**src/rtl/rv32i_types.sv**
```systemverilog
// Shared types for the cache-to-memory path: arbiter FSM states and cacheline width.
package rv32i_types;

    localparam int LINE_W = 256;

    typedef enum logic [1:0] {
        IDLE    = 2'd0,
        SERVE_I = 2'd1,
        SERVE_D = 2'd2
    } arb_state_t;

endpackage

```
**src/rtl/cache_arbiter.sv**
```systemverilog
// Arbitrates icache/dcache line requests onto one cacheline adaptor; ARB_ROUND_ROBIN_EN selects round-robin contention.
// Latency: one-cycle grant from IDLE; response forwarded combinationally; at least one IDLE cycle between transactions.
// Backpressure: a request stays pending until its SERVE state sees pmem_resp; the losing cache simply waits.
module cache_arbiter #(
    parameter int LINE_W = rv32i_types::LINE_W,
    parameter int ADDR_W = 32
) (
    input  logic              clk,
    input  logic              rst,
    input  logic              i_pmem_read,
    input  logic [ADDR_W-1:0] i_pmem_address,
    output logic [LINE_W-1:0] i_pmem_rdata,
    output logic              i_pmem_resp,
    input  logic              d_pmem_read,
    input  logic              d_pmem_write,
    input  logic [ADDR_W-1:0] d_pmem_address,
    input  logic [LINE_W-1:0] d_pmem_wdata,
    output logic [LINE_W-1:0] d_pmem_rdata,
    output logic              d_pmem_resp,
    output logic              pmem_read,
    output logic              pmem_write,
    output logic [ADDR_W-1:0] pmem_address,
    output logic [LINE_W-1:0] pmem_wdata,
    input  logic [LINE_W-1:0] pmem_rdata,
    input  logic              pmem_resp
);
    import rv32i_types::*;

    arb_state_t        state_q, state_d;
    logic [ADDR_W-1:0] addr_q, addr_d;
    logic [LINE_W-1:0] wdata_q, wdata_d;
    logic              write_q, write_d;
    logic              i_req, d_req, grant_d;
`ifdef ARB_ROUND_ROBIN_EN
    // 1 = dcache was granted last, 0 = icache
    logic              last_q, last_d;
`endif

    always_ff @(posedge clk) begin
        if (rst) begin
            state_q <= IDLE;
            addr_q  <= '0;
            wdata_q <= '0;
            write_q <= 1'b0;
`ifdef ARB_ROUND_ROBIN_EN
            last_q  <= 1'b0;
`endif
        end else begin
            state_q <= state_d;
            addr_q  <= addr_d;
            wdata_q <= wdata_d;
            write_q <= write_d;
`ifdef ARB_ROUND_ROBIN_EN
            last_q  <= last_d;
`endif
        end
    end

    assign i_req = i_pmem_read;
    assign d_req = d_pmem_read | d_pmem_write;
`ifdef ARB_ROUND_ROBIN_EN
    assign grant_d = d_req & (~i_req | ~last_q);
`else
    assign grant_d = d_req;
`endif

    always_comb begin
        state_d = state_q;
        addr_d  = addr_q;
        wdata_d = wdata_q;
        write_d = write_q;
`ifdef ARB_ROUND_ROBIN_EN
        last_d  = last_q;
`endif
        case (state_q)
            IDLE: begin
                if (grant_d) begin
                    state_d = SERVE_D;
                    addr_d  = d_pmem_address;
                    wdata_d = d_pmem_wdata;
                    // a simultaneous read+write is treated as a writeback
                    write_d = d_pmem_write;
`ifdef ARB_ROUND_ROBIN_EN
                    last_d  = 1'b1;
`endif
                end else if (i_req) begin
                    state_d = SERVE_I;
                    addr_d  = i_pmem_address;
                    wdata_d = '0;
                    write_d = 1'b0;
`ifdef ARB_ROUND_ROBIN_EN
                    last_d  = 1'b0;
`endif
                end
            end
            SERVE_I, SERVE_D: begin
                if (pmem_resp) state_d = IDLE;
            end
            default: state_d = IDLE;
        endcase
    end

    // outputs are forced quiet while rst is high, even before the reset edge lands
    always_comb begin
        pmem_read    = 1'b0;
        pmem_write   = 1'b0;
        pmem_address = '0;
        pmem_wdata   = '0;
        i_pmem_resp  = 1'b0;
        d_pmem_resp  = 1'b0;
        i_pmem_rdata = pmem_rdata;
        d_pmem_rdata = pmem_rdata;
        if (!rst) begin
            pmem_address = addr_q;
            pmem_wdata   = wdata_q;
            case (state_q)
                SERVE_I: begin
                    pmem_read   = 1'b1;
                    i_pmem_resp = pmem_resp;
                end
                SERVE_D: begin
                    pmem_read   = ~write_q;
                    pmem_write  = write_q;
                    d_pmem_resp = pmem_resp;
                end
                default: ;
            endcase
        end
    end

endmodule
```
**config.mk**
```make
export PLATFORM = sky130hd
export DESIGN_NAME = cache_arbiter
export DESIGN_NICKNAME = d
export VERILOG_FILES = /design/src/rtl/rv32i_types.sv /design/src/rtl/cache_arbiter.sv
export SDC_FILE = /design/constraint.sdc
export NUM_CORES = 1
export LEC_CHECK = 0
export BUFFER_PORTS_ARGS = -buffer_cell sky130_fd_sc_hd__buf_2
export CAP_MARGIN = 10
export CORE_AREA = 3 3 537 539
export DETAILED_ROUTE_END_ITERATION = 7
export DIE_AREA = 0 0 540 542
export PLACE_DENSITY = 0.3
export SLEW_MARGIN = 5
export SYNTH_ARGS = -nofsm -noshare
export SYNTH_HDL_FRONTEND = slang
export SYNTH_SLANG_ARGS = --single-unit
```
**constraint.sdc**
```tcl
create_clock -name clk -period 2.05 [get_ports clk]
set_clock_uncertainty 0.05 [all_clocks]
set_input_delay 0.205 -clock clk [delete_from_list [all_inputs] [get_ports clk]]
set_output_delay 0.205 -clock clk [all_outputs]
set_load 0.01 [all_outputs]
```
==> results of run 1 <==
-- flip-flops by register name (all words and copies together) (netlist names) --
name     flops
addr_q      32
state_q      2
wdata_q    256
write_q      1
-- power by group through the flow --
stage	Clock [uW]	Sequential [uW]	Combinational, uW
after floorplan	0	6520	2970
after global placement	0	6560	4000
after detailed placement	0	6560	4010
after CTS	8630	6440	4610
after global routing	8730	6500	4900
final	8110	6440	4470
-- final cells by class --
cell class | instances | area [um^2]
Fill cell | 33186 | 260000
Clock buffer | 69 | 1320
Sequential cell | 291 | 5830
Timing Repair Buffer | 996 | 7040
Antenna cell | 4 | 10.0
Multi-Input combinational cell | 696 | 4990
Inverter | 3 | 11.3
Clock inverter | 15 | 188
Tap cell | 3762 | 4710
-- cells in the final DEF (no fill, tap or decap), types with 2 or more instances in the layout --
cell           count
diode_2            4
clkbuf_16         46
dfxtp_1          289
ha_4               3
clkinv_2           4
bufinv_16          2
dlygate4sd3_1    326
nor2b_2            4
inv_2              2
clkinvlp_4         3
dfxtp_4            2
nor3b_4            2
buf_6              3
clkbuf_1          15
nor2_1            33
buf_2            609
nor2b_1          286
buf_4             37
a22o_1           256
and3b_2            2
o21ai_0           34
clkbuf_8           8
a311oi_1          32
inv_6              4
nand2_1           32
buf_12            20
a21oi_1            3
-- cell families after synthesis --
| group | count (synthesis) | share of synthesized area |
|---|---|---|
| buffers and inverters | 625 | 0.298 |
| AOI/OAI and AO/OA | 329 | 0.180 |
| and+or+nand+nor | 364 | 0.140 |
| adders and majority gates | 3 | 0.00245 |
| DFF | 291 | 0.380 |
-- repair_timing --
item	4_1_cts	5_1_grt
gates resized for setup	16	11
hold buffers	326	0
gates cloned	0	0
endpoints found under the hold margin	291	0
endpoints found under the setup margin	8	1
setup buffers	0	2
-- critical path, stage by stage (launching register included) --
cell     delay (ns)
dfxtp_1        0.30
nor2b_1        0.32
buf_2          0.39
-- routing by layer --
metal,vias to the layer above,wire length [um],GRT usage
met5,-,142,0.00279
met4,6,5190,0.0325
met3,295,37100,0.111
met2,1287,67300,0.157
met1,6001,43300,0.0807
li1,5804,-,-
-- final timing paths --
kind	to	slack, ns	cells after the start
max	pmem_wdata[25]	0.1	2
min	wdata_q[5]$_SDFFE_PP0P_	0.08	3
max reg2reg	wdata_q[160]$_SDFFE_PP0P_	0.35	6
min reg2reg	addr_q[28]$_SDFFE_PP0P_	0.44	2
-- per-stage QoR --
step	cell area, um^2	total power, uW	util
after detailed placement	19200	10600	0.0675
after CTS	24000	19700	0.0844
after global placement	19200	10600	0.0675
after floorplan	15300	9490	-
final	24100	19000	0.0847
after global routing	24100	20100	0.0847
==> impl_metrics.yaml, run 1 <==
place:
  pre_cts_slack_ns: 0.157
  dp.final_hpwl_um: 135000
  gp_congestion: 0.753
  portBuffers: 617
  dp_cells: 5420
final_layout:
  nNetsFinal: 2619
  area_growth_syn_to_layout_pct: 57.4
  layout.cells.non_filler: 5836
  drive_above_1_share: 0.366
logic_synthesis:
  synth_edf_count: 0
  yosysTopAreaCell: "dfxtp_1"
  synth_ff_type: "dfxtp_1"
  yosysTopAreaCellShare: 0.380
  yosys_warnings: 0
  yosys_register_bits: 291
  synth-async-reset-ratio: 0
  yosys-top-cells-count: "522 x buf_4, 291 x dfxtp_1, 290 x nor2b_1, 256 x a22o_1, 59 x buf_2"
  yosysMostFrequentCell: "buf_4"
  synth_nets: 2197
  synth-seq-area-share: 0.380
  syn_avg_cell_area_um2: 9.50
  synth.top_cells.by_area: "dfxtp_1 38%, buf_4 26%, a22o_1 15%"
  synthDistinctLibCells: 24
  synth_area_um2: 15300
  synthCells: 1612
routing:
  antenna_left: 0
  dr.pass1.iters: 5
  remaining_drc_errors: 0
  via_count: 13393
  vias_per_cell: 2.29
  routed_wl_um: 153000
  drt_iter0_drc: 742
  post_drt_wl_per_cell_um: 26.2
setup_path:
  crit_start: "wdata_q[25]$_SDFFE_PP0P_"
  path_max_fanout: 2
  cp-start-kind: "flip-flop"
  path_class: "reg2out"
  cp-end-kind: "output pin"
  r2r-start: "state_q[0]$_SDFFE_PP0P_"
  crit_required_ns: 1.79
  arrival_ns: 1.70
floorplanning:
  num_rows: 196
  start_util: 0.0538
  chipHeight_um: 542
  die-area_um2: 293000
  io_pins: 1386
  fp.coreArea_um2: 284000
  die_w_um: 540
pwr:
  switchingPower_uw: 6120
  share_comb_of_total_power: 0.235
  p_leak_uw: 0.00959
  p_per_area_nw_per_um2: 789
  vdd_ir_drop_max_v: 0.000656
  p_sw_frac: 0.322
  intPower_uw: 12900
  pwr-share-clk: 0.426
  p_seq_frac: 0.339
timing:
  finalSetupTns_ns: 0
  period_needed_ns: 1.95
  slew_viol_final: 0
  finalCritPeriodShare: 0.953
  worst_pin_slew_ns: 0.573
  fmaxAchievable_mhz: 512
  holdWs_ns: 0.0848
  hold_viol: 0
  slew_headroom: 0.617
  setup_viol: 0
  timing.final.ws_setup_ns: 0.0964
  rsz0062_at_grt: "no"
clock_network:
  clkLatencyLatePin_ns: 0.64
  cts_htree_levels: 2
  clockBufferDepth: 3
  clock-sinks: 291
  cts_buffers: 46
  ctsRootBufferMaster: "clkbuf_16"
  clk_pin_slew_ns: 0.05
  cts_tree: "done"
global_route:
  grt_start_max_net_pins: 82
  grt-ovfl-total: 0
  antenna_found_initial: 50
  grt_use_total: 0.100
  first_global_vias: 13351
  grt_first_pass_wirelength_um: 182000
job:
  cap_violations: 0
worst_hold_path:
  min-delay-start: "rst"
  hp-class: "in2reg"
status:
  status: "finished, final reports clean"
(Power assumes the default switching activity.)
==> run 2: changes to the inputs <==
ABC_AREA = 1   (was unset)
CORE_AREA = 3 3 532 534   (was 3 3 537 539)
DIE_AREA = 0 0 535 537   (was 0 0 540 542)
SETUP_SLACK_MARGIN = 0.15   (was unset)
SKIP_LAST_GASP = 1   (was unset)
==> run 2 against run 1 <==
Clock power rose by 7.9%. Sequential power shrank 0.9%. Fmax grew 0.48%. Final cell count is 15% higher. Utilization grew 0.81 points. Wire length is 13% lower. Global-route usage is 1.1 points lower. Combinational power is 3% lower. Synthesized cell count grew 58%. Sequential share of layout area down 1.7 points. Largest power group unchanged.
==> impl_metrics.yaml, run 2 <==
timing:
  finalCritPeriodShare: 0.948
  slew_headroom: 0.681
  period_needed_ns: 1.94
  worst_pin_slew_ns: 0.476
  hold_viol: 0
  fmaxAchievable_mhz: 514
  holdWs_ns: 0.0308
  setup_viol: 0
  rsz0062_at_grt: "yes"
  slew_viol_final: 0
logic_synthesis:
  yosysTopAreaCellShare: 0.348
  synthDistinctLibCells: 19
  synth_area_um2: 16800
  synthCells: 2540
  yosysMostFrequentCell: "nand2_1"
  yosysTopAreaCell: "dfxtp_1"
  synth_ff_type: "dfxtp_1"
  syn_avg_cell_area_um2: 6.60
  synth.top_cells.by_area: "dfxtp_1 35%, buf_4 24%, nand2_1 15%"
  synth_nets: 3125
  yosys_warnings: 0
  yosys-top-cells-count: "680 x nand2_1, 527 x buf_4, 353 x nor2_1, 295 x inv_1, 291 x dfxtp_1"
  synth-async-reset-ratio: 0
  yosys_register_bits: 291
  synth_edf_count: 0
  synth-seq-area-share: 0.348
setup_path:
  path_class: "reg2out"
  crit_start: "state_q[0]$_SDFFE_PP0P_"
  cp-start-kind: "flip-flop"
  r2r_end: "state_q[0]$_SDFFE_PP0P_"
  slowest_stage: "dfxtp_4"
  path_max_fanout: 3
  slowest_delay_ns: 0.37
  crit_chain: "inv_4, ha_4, nor3b_4, buf_6"
  arrival_ns: 1.69
  crit_required_ns: 1.79
  critPathTopFamily: "flip-flops"
  cp-end-kind: "output pin"
  crit_buf_inv: 2
  r2r-start: "state_q[1]$_SDFFE_PP0P_"
  r2r_cells: 7
  rrSetupSlack_ns: 0.23
clock_network:
  cts_buffers: 47
  clockBufferDepth: 3
  cts_tree: "done"
  ctsRootBufferMaster: "clkbuf_16"
  clkLatencyLatePin_ns: 0.65
  clk_pin_slew_ns: 0.05
  clock-sinks: 291
  cts_htree_levels: 2
floorplanning:
  die-area_um2: 287000
  fp.coreArea_um2: 279000
  io_pins: 1386
  chipHeight_um: 537
  start_util: 0.0601
  die_w_um: 535
  num_rows: 194
final_layout:
  design_area_um2: 25900
  seq_area_um2: 5830
  final_cell_mix: "678 x nand2_1, 608 x buf_2, 345 x nor2_1"
  final_common_cell: "nand2_1"
  fill_cells: 32828
  drive_above_1_share: 0.265
  nNetsFinal: 3533
  area_growth_syn_to_layout_pct: 54.4
  top_regs: "wdata_q (256), addr_q (32), state_q (2)"
  multiInputGateArea_um2: 5400
  top_register: "wdata_q"
  largest_reg_flops: 256
pwr:
  intPower_uw: 13200
  share_comb_of_total_power: 0.223
  vdd_ir_drop_max_v: 0.000584
  p_seq_frac: 0.328
  switchingPower_uw: 6240
  p_sw_frac: 0.320
  pwr-share-clk: 0.449
  p_per_area_nw_per_um2: 753
  p_leak_uw: 0.0118
routing:
  dr.pass1.iters: 5
  drt_iter0_drc: 757
  remaining_drc_errors: 0
  antenna_left: 0
  via_count: 16647
  routed_wl_um: 134000
  post_drt_wl_per_cell_um: 19.9
  vias_per_cell: 2.48
place:
  dpl_cell_area_um2: 20900
  dp.final_hpwl_um: 113000
  portBuffers: 617
  gp_congestion: 0.821
global_route:
  grt_first_pass_wirelength_um: 169000
  grt_start_max_net_pins: 64
  grt_use_met3: 0.0771
  busiest_layer: "met2"
  groute.layer.met2.usage: 0.128
  grt-ovfl-total: 0
  first_global_vias: 16656
  grt_use_total: 0.0887
  use_met1: 0.0810
  antenna_found_initial: 36
worst_hold_path:
  min-delay-start: "d_pmem_address[7]"
  holdPathEnd: "addr_q[7]$_SDFFE_PP0P_"
  hp-class: "in2reg"
  holdPathStages: 5
job:
  cap_violations: 0
status:
  status: "finished, final reports clean"
==> run 2: changes by cell type after synthesis, moves of 32 or more <==
| cell | change |
|---|---|
| a22o_1 | -256 |
| a311oi_1 | -32 |
| buf_2 | +45 |
| inv_1 | +292 |
| nand2_1 | +648 |
| nand3_1 | +260 |
| nor2_1 | +320 |
| nor2b_1 | -290 |
| o21ai_0 | -34 |
==> run 2: tightest hold or removal path, cell delays in order <==
cell and delay [ns]:
buf_2 0.08, nand2_1 0.04, nand2_1 0.16, nor2_1 0.11, nor2_1 0.10
==> run 2: how the worst max path moves through the flow <==
| stage | end | slack [ns] | depth (start not counted) |
|---|---|---|---|
| global route | pmem_read | -0.006 | 4 |
| CTS | pmem_read | -0.03 | 4 |
| floorplan | wdata_q[126]$_SDFFE_PP0P_ | 0.69 | 8 |
| detailed placement | wdata_q[21]$_SDFFE_PP0P_ | 0.12 | 8 |
| finish | pmem_read | 0.11 | 4 |
| global placement | wdata_q[82]$_SDFFE_PP0P_ | 0.14 | 8 |
==> run 2: through the flow <==
| step | cells | worst slack (ns) | TNS (ns) | total power, uW | util |
|---|---|---|---|---|---|
| finish | 6725 | 0.106 | 0 | 19500 | 0.0928 |
| global route | 6720 | -0.00621 | -0.00621 | 20700 | 0.0927 |
| CTS | 6706 | -0.0304 | -0.0304 | 20200 | 0.0925 |
| detailed placement | 6304 | 0.118 | 0 | 10400 | 0.0749 |
| global placement | 6304 | 0.136 | 0 | 10400 | 0.0749 |
| floorplan | 2540 | 0.691 | 0 | 9340 | - |
==> run 2: power by group through the flow <==
stage                     sequential, uW  combinational, uW  clock, uW
after CTS                           6380               4530       9300
after detailed placement            6500               3910          0
after floorplan                     6470               2880          0
after global routing                6430               4860       9430
final                               6380               4350       8750
after global placement              6490               3900          0
==> run 2: per-layer routing <==
layer | vias up | wire length (um)
li1 | 7911 | -
met1 | 7275 | 42300
met2 | 983 | 54600
met3 | 462 | 26700
met4 | 16 | 9990
met5 | - | 174
==> run 2: area by class of cell <==
cell class / count / area share
timing repair buffer: 1005 / 0.278
sequential: 291 / 0.225
multi-input combinational: 1305 / 0.209
tap: 3724 / 0.180
clock buffer: 66 / 0.0521
inverter: 298 / 0.0434
clock inverter: 19 / 0.0103
antenna: 17 / 0.00164
==> run 2: cells by family after synthesis <==
logic type	Yosys count	synth area share
and+or+nand+nor	1299	0.312
buffers and inverters	944	0.337
DFF	291	0.348
AOI/OAI and AO/OA	3	0.00112
adders and majority gates	3	0.00224
==> run 2: what timing repair did <==
item,4_1_cts,5_1_grt
cloned,0,0
pin swaps,2,4
setup endpoints to repair,54,9
resized for setup,39,4
endpoints found under the hold margin,285,0
hold buffers,317,0
setup buffers,0,2
==> run 3: changes to the inputs <==
clock period = 1.85 ns   (was 2.05 ns; I/O delays follow)
==> run 3 against run 2 <==
The flow now finishes with violations (setup timing). Setup slack worse by 0.19 ns. Non-clock buffer count is 129 higher. Final area is 19% higher. Highest routed layer unchanged.
==> impl_metrics.yaml, run 3 (same netlist as run 2, synthesis figures left out) <==
place:
  pre_cts_slack_ns: 0.00350
  dp.final_hpwl_um: 113000
  gp_congestion: 0.826
  portBuffers: 617
  dpl_cell_area_um2: 21100
routing:
  remaining_drc_errors: 0
  antenna_left: 0
  post_drt_wl_per_cell_um: 21.6
  routed_wl_um: 148000
  via_count: 17697
  dr.pass1.iters: 5
  vias_per_cell: 2.58
  drt_iter0_drc: 889
floorplanning:
  io_pins: 1386
  die_w_um: 535
  die-area_um2: 287000
  start_util: 0.0601
  fp.coreArea_um2: 279000
  num_rows: 194
  chipHeight_um: 537
setup_path:
  slowest_stage: "dfxtp_4"
  arrival_ns: 1.70
  crit_required_ns: 1.62
  slowest_delay_ns: 0.36
  rrSetupSlack_ns: 0.05
  crit_buf_inv: 4
  path_class: "reg2out"
  path_max_fanout: 3
  crit_chain: "inv_4, ha_4, inv_4, nor3_4, buf_6, buf_8"
  r2r_end: "wdata_q[154]$_SDFFE_PP0P_"
  cp-start-kind: "flip-flop"
  cp_common_cell: "inv_4"
  cp-end-kind: "output pin"
  path_depth: 6
  r2r_cells: 11
  r2r-start: "state_q[1]$_SDFFE_PP0P_"
  critPathTopFamily: "flip-flops"
status:
  failed_checks: "setup timing"
  status: "finished, violations left"
pwr:
  p_leak_uw: 0.0139
  p_per_area_nw_per_um2: 798
  vdd_ir_drop_max_v: 0.000639
clock_network:
  ctsRootBufferMaster: "clkbuf_16"
  cts_htree_levels: 2
  cts_buffers: 47
  cts_tree: "done"
  clock-sinks: 291
  clk_pin_slew_ns: 0.06
  clockBufferDepth: 3
  clkLatencyLatePin_ns: 0.66
global_route:
  grt-ovfl-total: 0
  grt_first_pass_wirelength_um: 178000
  first_global_vias: 17190
  grt_use_total: 0.0940
  grt_start_max_net_pins: 62
  antenna_found_initial: 29
final_layout:
  area_growth_syn_to_layout_pct: 83.2
  fill_cells: 32402
  top_regs: "wdata_q (256), addr_q (32), state_q (2)"
  final_cell_mix: "524 x buf_2, 448 x nand2_1, 323 x dlygate4sd3_1"
  drive_above_1_share: 0.432
  final_common_cell: "buf_2"
  design_area_um2: 30700
  nNetsFinal: 3662
  largest_reg_flops: 256
  top_register: "wdata_q"
timing:
  holdWs_ns: 0.0595
  finalCritPeriodShare: 1.05
  timing.final.ws_setup_ns: -0.0847
  setup_viol: 3
  worst_pin_slew_ns: 0.516
  rsz0062_at_grt: "yes"
  slew_headroom: 0.656
  slew_viol_final: 0
  hold_viol: 0
  fmaxAchievable_mhz: 517
  period_needed_ns: 1.93
job:
  cap_violations: 0
worst_hold_path:
  holdPathEnd: "addr_q[1]$_SDFFE_PP0P_"
  holdPathStages: 6
  min-delay-start: "d_pmem_address[1]"
  hp-class: "in2reg"
==> run 3: cell types whose count changed in the layout (fill, tap and decap cells not counted), sizes merged, moves of 2 or more <==
cell / before / now
buf: 688 / 781
clkbuf: 66 / 96
dlygate4sd3: 316 / 323
clkinv: 10 / 6
diode: 17 / 13
clkinvlp: 1 / 4
bufinv: 6 / 4
==> run 3: timing repair <==
action	CTS	global route
gates resized for setup	293	554
setup endpoints to repair	332	311
pin swaps	12	80
hold buffers	323	0
cloned	22	29
buffers inserted	44	11
hold endpoints to repair	288	0
==> run 3: cell type report <==
class	instances	area (um^2)	area share
antenna	13	32.5	0.00106
clock buffer	67	1350	0.0441
clock inverter	15	200	0.00652
inverter	298	1130	0.0369
multi-input combinational	1305	7280	0.237
sequential	291	5850	0.191
tap	3724	4660	0.152
timing repair buffer	1134	10200	0.332
==> run 3: power by group <==
group / switching, uW / leakage (uW) / internal (uW) / total, uW
registers: 165 / 0.00241 / 6930 / 7090
clock network: 3910 / 0.000750 / 5600 / 9510
logic: 4240 / 0.0108 / 3620 / 7870
total: 8320 / 0.0139 / 16100 / 24500
==> run 3: metal layers <==
layer,up-vias,global-route usage,wire length [um]
met5,-,0.00559,160
met4,4,0.0634,10600
met1,8017,0.0894,48900
li1,8177,-,-
met2,1018,0.137,61600
met3,481,0.0758,26500
==> run 3: worst max path at each step <==
stage / start / to / slack, ns
4_1_cts: state_q[1]$_SDFFE_PP0P_ / pmem_read / -0.23
2_1_floorplan: state_q[0]$_SDFFE_PP0P_ / wdata_q[126]$_SDFFE_PP0P_ / 0.49
6_report: state_q[0]$_SDFFE_PP0P_ / d_pmem_resp / -0.08
5_1_grt: state_q[0]$_SDFFE_PP0P_ / d_pmem_resp / -0.21
3_5_place_dp: state_q[1]$_SDFFE_PP0P_ / wdata_q[122]$_SDFFE_PP0P_ / 0.003
3_3_place_gp: state_q[0]$_SDFFE_PP0P_ / wdata_q[122]$_SDFFE_PP0P_ / -0.0004
==> run 3: through the flow <==
stage          cells  setup TNS, ns  power, uW  utilization
5_1_grt         6843         -0.686      25800        0.110
2_1_floorplan   2540              0      10400            -
4_1_cts         6795         -0.768      23700        0.101
6_report        6847         -0.205      24500        0.110
3_5_place_dp    6324              0      11600       0.0758
3_3_place_gp    6324      -0.000359      11600       0.0758
==> run 3: worst register-to-register path: stages (launching register included) <==
cell	delay, ns
dfxtp_4	0.37
inv_4	0.08
ha_4	0.15
buf_6	0.10
o21ai_4	0.08
buf_6	0.13
buf_12	0.14
buf_16	0.15
buf_12	0.17
clkbuf_16	0.16
nand2_1	0.06
nand2_1	0.04
